`src/rtl/if_fetch_pkg.sv`:
```
// if_fetch_pkg: hold codes, NOP encoding and FSM states shared by the fetch unit and its bench.
package if_fetch_pkg;
  localparam logic [2:0] HOLD_NONE = 3'd0;
  localparam logic [2:0] HOLD_PC = 3'd1;
  localparam logic [2:0] HOLD_IF = 3'd2;
  localparam logic [2:0] HOLD_ID = 3'd3;
  localparam logic [31:0] INST_NOP = 32'h0000_0013;
  typedef enum logic [1:0] {IDLE, REQ, RSP} state_t;
endpackage

```
`src/rtl/if_fetch_if.sv`:
```
// if_fetch_if: single-outstanding instruction bus, valid/ready request plus valid-only response.
interface if_fetch_if #(parameter int ADDR_W = 32, parameter int DATA_W = 32);
  logic req_valid;
  logic [ADDR_W-1:0] req_addr;
  logic req_ready;
  logic rsp_valid;
  logic [DATA_W-1:0] rsp_data;
  logic rsp_err;
  modport master(output req_valid, req_addr, input req_ready, rsp_valid, rsp_data, rsp_err);
  modport slave(input req_valid, req_addr, output req_ready, rsp_valid, rsp_data, rsp_err);
endinterface

```
`src/rtl/if_fetch.sv`:
```
// if_fetch: PC owner issuing one instruction fetch at a time and delivering each as a one-cycle pulse.
module if_fetch
  import if_fetch_pkg::*;
#(
  parameter int ADDR_W = 32,
  parameter int DATA_W = 32,
  parameter logic [ADDR_W-1:0] RESET_PC = '0
) (
  input  logic              clk,
  input  logic              rst,
  input  logic              jump_flag_i,
  input  logic [ADDR_W-1:0] jump_addr_i,
  input  logic [2:0]        hold_flag_i,
  if_fetch_if.master        bus,
  output logic              hold_flag_if_o,
  output logic [ADDR_W-1:0] pc_o,
  output logic [DATA_W-1:0] inst_o,
  output logic [ADDR_W-1:0] inst_addr_o,
  output logic              inst_valid_o,
  output logic              fetch_err_o
);
  localparam logic [DATA_W-1:0] NOP = DATA_W'(INST_NOP);
  state_t state, state_n;
  logic [ADDR_W-1:0] req_addr, req_addr_n, pc_n, inst_addr_n, jump_pend, jump_pend_n, jump_tgt, target;
  logic [DATA_W-1:0] inst_n;
  logic inst_valid_n, fetch_err_n, kill, kill_n;
  assign jump_tgt = jump_addr_i & ~ADDR_W'(3);
  assign target = jump_flag_i ? jump_tgt : jump_pend;
  assign bus.req_valid = state == REQ;
  assign bus.req_addr = req_addr;
  assign hold_flag_if_o = state != IDLE;
  always_comb begin
    state_n = state;
    req_addr_n = req_addr;
    pc_n = pc_o;
    inst_n = inst_o;
    inst_addr_n = inst_addr_o;
    inst_valid_n = 1'b0;
    fetch_err_n = 1'b0;
    kill_n = kill;
    jump_pend_n = jump_pend;
    case (state)
      IDLE: begin
        if (jump_flag_i) begin
          req_addr_n = jump_tgt;
          pc_n = jump_tgt;
          state_n = REQ;
        end else if (hold_flag_i < HOLD_PC) begin
          req_addr_n = pc_o;
          state_n = REQ;
        end
      end
      REQ: begin
        if (jump_flag_i) begin
          jump_pend_n = jump_tgt;
          kill_n = 1'b1;
        end
        if (bus.req_ready) state_n = RSP;
      end
      RSP: begin
        if (bus.rsp_valid && (kill || jump_flag_i)) begin
          // killed response: go straight back out with the redirect target
          req_addr_n = target;
          pc_n = target;
          kill_n = 1'b0;
          state_n = REQ;
        end else if (bus.rsp_valid) begin
          inst_n = bus.rsp_err ? NOP : bus.rsp_data;
          inst_addr_n = req_addr;
          inst_valid_n = 1'b1;
          fetch_err_n = bus.rsp_err;
          pc_n = req_addr + ADDR_W'(4);
          state_n = IDLE;
        end else if (jump_flag_i) begin
          jump_pend_n = jump_tgt;
          kill_n = 1'b1;
        end
      end
      default: state_n = IDLE;
    endcase
  end
  always_ff @(posedge clk) begin
    if (rst) begin
      state <= IDLE;
      req_addr <= '0;
      pc_o <= RESET_PC;
      inst_o <= NOP;
      inst_addr_o <= '0;
      inst_valid_o <= 1'b0;
      fetch_err_o <= 1'b0;
      kill <= 1'b0;
      jump_pend <= '0;
    end else begin
      state <= state_n;
      req_addr <= req_addr_n;
      pc_o <= pc_n;
      inst_o <= inst_n;
      inst_addr_o <= inst_addr_n;
      inst_valid_o <= inst_valid_n;
      fetch_err_o <= fetch_err_n;
      kill <= kill_n;
      jump_pend <= jump_pend_n;
    end
  end
endmodule

```
`src/flat_wrapper.sv`:
```
// flat-port wrapper written by rule: the top's interface ports become plain ports
module if_fetch_flat import if_fetch_pkg::*;
#(
  parameter int ADDR_W = 32,
  parameter int DATA_W = 32,
  parameter logic [ADDR_W-1:0] RESET_PC = '0
)
  (clk, rst, jump_flag_i, jump_addr_i, hold_flag_i, hold_flag_if_o, pc_o, inst_o, inst_addr_o, inst_valid_o, fetch_err_o, bus_req_valid, bus_req_addr, bus_req_ready, bus_rsp_valid, bus_rsp_data, bus_rsp_err);
  if_fetch_if #(.ADDR_W(ADDR_W), .DATA_W(DATA_W)) bus_i ();
  input  logic clk;
  input  logic rst;
  input  logic jump_flag_i;
  input  logic [ADDR_W-1:0] jump_addr_i;
  input  logic [2:0] hold_flag_i;
  output logic hold_flag_if_o;
  output logic [ADDR_W-1:0] pc_o;
  output logic [DATA_W-1:0] inst_o;
  output logic [ADDR_W-1:0] inst_addr_o;
  output logic inst_valid_o;
  output logic fetch_err_o;
  output wire logic [$bits(bus_i.req_valid)-1:0] bus_req_valid;
  output wire logic [$bits(bus_i.req_addr)-1:0] bus_req_addr;
  input wire logic [$bits(bus_i.req_ready)-1:0] bus_req_ready;
  input wire logic [$bits(bus_i.rsp_valid)-1:0] bus_rsp_valid;
  input wire logic [$bits(bus_i.rsp_data)-1:0] bus_rsp_data;
  input wire logic [$bits(bus_i.rsp_err)-1:0] bus_rsp_err;
  assign bus_req_valid = bus_i.req_valid;
  assign bus_req_addr = bus_i.req_addr;
  assign bus_i.req_ready = bus_req_ready;
  assign bus_i.rsp_valid = bus_rsp_valid;
  assign bus_i.rsp_data = bus_rsp_data;
  assign bus_i.rsp_err = bus_rsp_err;
  if_fetch #(.ADDR_W(ADDR_W), .DATA_W(DATA_W), .RESET_PC(RESET_PC)) u_core (.clk(clk), .rst(rst), .jump_flag_i(jump_flag_i), .jump_addr_i(jump_addr_i), .hold_flag_i(hold_flag_i), .bus(bus_i), .hold_flag_if_o(hold_flag_if_o), .pc_o(pc_o), .inst_o(inst_o), .inst_addr_o(inst_addr_o), .inst_valid_o(inst_valid_o), .fetch_err_o(fetch_err_o));
endmodule
```
`config.mk`:
```
export PLATFORM = sky130hd
export DESIGN_NAME = if_fetch_flat
export DESIGN_NICKNAME = d
export VERILOG_FILES = /design/src/rtl/if_fetch_pkg.sv /design/src/rtl/if_fetch_if.sv /design/src/rtl/if_fetch.sv /design/src/flat_wrapper.sv
export SDC_FILE = /design/constraint.sdc
export NUM_CORES = 1
export LEC_CHECK = 0
export ABC_AREA = 1
export CORE_UTILIZATION = 40
export DETAILED_ROUTE_END_ITERATION = 7
export DONT_BUFFER_PORTS = 1
export PLACE_DENSITY = 0.66
export SYNTH_ARGS = -nofsm -noshare
export SYNTH_HDL_FRONTEND = slang
export SYNTH_SLANG_ARGS = --single-unit
```
`constraint.sdc`:
```
create_clock -name clk -period 1.7 [get_ports clk]
set_clock_uncertainty 0.15 [all_clocks]
set_input_delay 0.34 -clock clk [delete_from_list [all_inputs] [get_ports clk]]
set_output_delay 0.34 -clock clk [all_outputs]
set_load 0.1 [all_outputs]
```
==> results.yml <==
run_status:
  status: "finished, violations left"
  failed_checks: "negative setup slack"
job:
  max_cap_viol_count: 0
global_routing:
  grt_pass1_vias: 8116
  grt-ovfl-total: 0
  grt.total_usage: 0.2745
  grt_max_degree: 65
  antenna_found_initial: 0
  grt_pass1_wl_um: 42640
setup_path:
  max_stage_delay_ns: 0.38
  reg2reg_setup_slack_ns: -0.16
  crit_chain: "buf_6 -> ha_4 -> nand2_4 -> nor2_4 -> buf_12 -> clkbuf_16 -> clkbuf_16 -> nand3_2 -> a21oi_2"
  cp_data_required_time_ns: 1.92
  cp_max_fo: 8
  worstSetupEndpointType: "register"
  crit_cells: 9
  crit_arrival_ns: 2.08
  critPathMostFrequentCell: "clkbuf_16"
  setup.worst_path.start_class: "register"
  crit_family: "buffers and inverters"
  slowest_stage: "dfxtp_4"
  worstRegToRegCells: 9
  critPathBufInv: 4
  worst-setup-path-type: "reg2reg"
finish:
  drive_gt1_frac: 0.3739
  area_growth_pct: 66.47
  nets: 1521
  n_antenna_cell: 0
  post-route-util: 0.6786
  fin_area_um2: 13210
power:
  p_leak_nw: 5.306
  fin_total_pwr_mw: 29.64
  ir_worst_vdd_mv: 1.527
  p_per_area_nw_per_um2: 2244
synthesis:
  synth_flop_cell: "dfxtp_1"
  synthesis.nets: 1256
  synth_mux_area_frac: 0
  synth_compound_area_frac: 0.2397
  ys_types: 34
  synth.largest_area_cell: "dfxtp_1"
  yosysTopAreaCellShare: 0.4163
  synthAdderAreaFrac: 0.009462
  avgSynthCellArea_um2: 6.741
  synth-simple-area-share: 0.2553
  synthTopCellsByArea: "dfxtp_1, nand2_1, a21oi_1"
  ys_warn_count: 0
  async_reset_ff_frac: 0
  netlist_area_um2: 7934
  synth_edf_count: 0
  ys_ff_latch: 165
  ys_seq_area_frac: 0.4163
  synth_xor_area_frac: 0.001104
  synth_top_family_by_area: "simple AND/OR/NAND/NOR gates"
  syn_inst: 1177
detailed_routing:
  wl_um: 34590
  vias: 9794
  wl_per_cell_um: 20.11
  drtPass1Iterations: 6
  drc_errors: 0
  drt-initial-drc-count: 1013
  ant_nets: 0
  viasPerCell: 5.694
floorplanning:
  coreArea_um2: 19460
  die_w_um: 142.8
  die_h_um: 142.8
  initial_core_util: 0.4077
  io_pins: 205
  num_rows: 51
  die_area_um2: 20400
placed_design:
  io_buffers: 0
  gp_congestion: 0.8939
  dp_hpwl_um: 19290
  placed_area_um2: 9892
sta:
  rsz0062_at_grt: "yes"
  max_freq_ghz: 0.5381
  period_share: 1.093
  finalHoldViolCount: 0
  post-route-worst-setup-slack_ns: -0.1583
  fin_tns_setup_ns: -8.740
  setup_viol: 132
  worst_pin_slew_ns: 0.5531
  slew_viol_final: 0
  relSlewSlack: 0.6274
  fin_crit_ns: 1.858
  holdWs_ns: 0.008764
cts:
  cts_buffers: 17
  clock_tree.buffer_depth: 2
  root_buffer: "clkbuf_16"
  htreeDepth: 4
  path_clk_slew_ns: 0.08
  insertion_delay_ns: 0.44
  cts_tree: "done"
  clock-sinks: 165
hold_path:
  whs_path_depth: 2
  hold_path.class: "in2reg"
==> flip-flops by register name (all words and copies together) (netlist names) <==
register / cells
u_core.pc_o: 32
u_core.inst_valid_o: 1
u_core.inst_addr_o: 32
u_core.bus.req_addr: 32
u_core.jump_pend: 32
u_core.fetch_err_o: 1
u_core.inst_o: 32
u_core.state: 2
u_core.kill: 1
==> layout make-up <==
cell class / count / area [um^2]
Tap cell: 265 / 331.6
Clock buffer: 17 / 425.4
Multi-Input combinational cell: 863 / 5171
Fill cell: 1463 / 6255
Clock inverter: 15 / 178.9
Inverter: 73 / 326.6
Timing Repair Buffer: 322 / 3427
Sequential cell: 165 / 3347
==> synth_stat cells, types with 3 or more instances <==
cell type,number
inv_2,7
inv_1,65
o21ai_0,132
dfxtp_1,165
a211oi_1,17
buf_1,3
buf_4,5
nand3_1,79
o22ai_1,8
clkbuf_1,35
nor3_1,4
buf_2,32
nor2_1,86
a31oi_1,21
ha_1,6
o211ai_1,5
nor2_2,3
a21oi_1,154
nand2_1,324
a21boi_0,9
==> per-stage QoR <==
| step | std cells | setup slack [ns] |
|---|---|---|
| 2_1_floorplan | 1177 | -0.3586 |
| 3_3_place_gp | 1570 | -0.04892 |
| 3_5_place_dp | 1570 | -0.06135 |
| 4_1_cts | 1683 | -0.1024 |
| 5_1_grt | 1720 | -0.1946 |
| 6_report | 1720 | -0.1583 |
==> kinds of logic (layout without fill, tap and decap cells) <==
logic type | count (synthesis) | in the layout
AOI/OAI and AO/OA | 353 | 353
adders and majority gates | 6 | 6
xor gates and xnor gates | 1 | 1
buffers and inverters | 149 | 427
and+or+nand+nor | 503 | 503
DFF | 165 | 165
==> power by group <==
part           internal, mW  switching [mW]
combinational          6.73            13.1
sequential             4.99           0.813
clock                  2.12            1.87
total                  13.8            15.8
==> cells in the final DEF (no fill, tap or decap), types with 16 or more instances in the layout <==
cell           netlist  final
a31oi_1             21     20
dfxtp_2              0     26
o21ai_2              1     56
o21ai_1              1     36
inv_1               65     59
nand2_1            324    301
dfxtp_1            165    136
nand3_2              2     16
buf_4                5    172
nor2_1              86     70
a21oi_1            154    100
nand2_2              1     17
buf_6                0     25
a21oi_2              0     54
nand3_1             79     56
dlygate4sd3_1        0     72
o21ai_0            132     34
buf_12               0     25
clkbuf_16            0     36
==> worst reg2reg max path, delay by kind of cell, from the launching register on <==
| kind | cells | cell delay, ns |
|---|---|---|
| flip-flops | 1 | 0.38 |
| AND/OR/NAND/NOR | 3 | 0.32 |
| AO/OA/AOI/OAI | 1 | 0.17 |
| buffers and inverters | 4 | 0.54 |
| adder cells (fa/ha/maj) | 1 | 0.23 |
==> path summary, 6_finish.rpt <==
check,start,endpoint
max,u_core.state[1],u_core.inst_o[28]
min,jump_addr_i[9],u_core.jump_pend[9]
max reg2reg,u_core.state[1],u_core.inst_o[28]
min reg2reg,u_core.jump_pend[25],u_core.jump_pend[25]
==> layer usage <==
metal  GRT usage  part of all wire
met5           0                 0
met4      0.1154             0.044
met3     0.06405             0.098
met2      0.4587              0.48
met1      0.3378              0.38
==> timing repair <==
item,in CTS,in global routing
resized for setup,48,327
endpoints found under the setup margin,101,144
hold buffers,73,1
pin swaps,12,63
gates cloned,2,22
endpoints found under the hold margin,70,1
buffers inserted,6,17
Power figures use the tool's default switching activity.
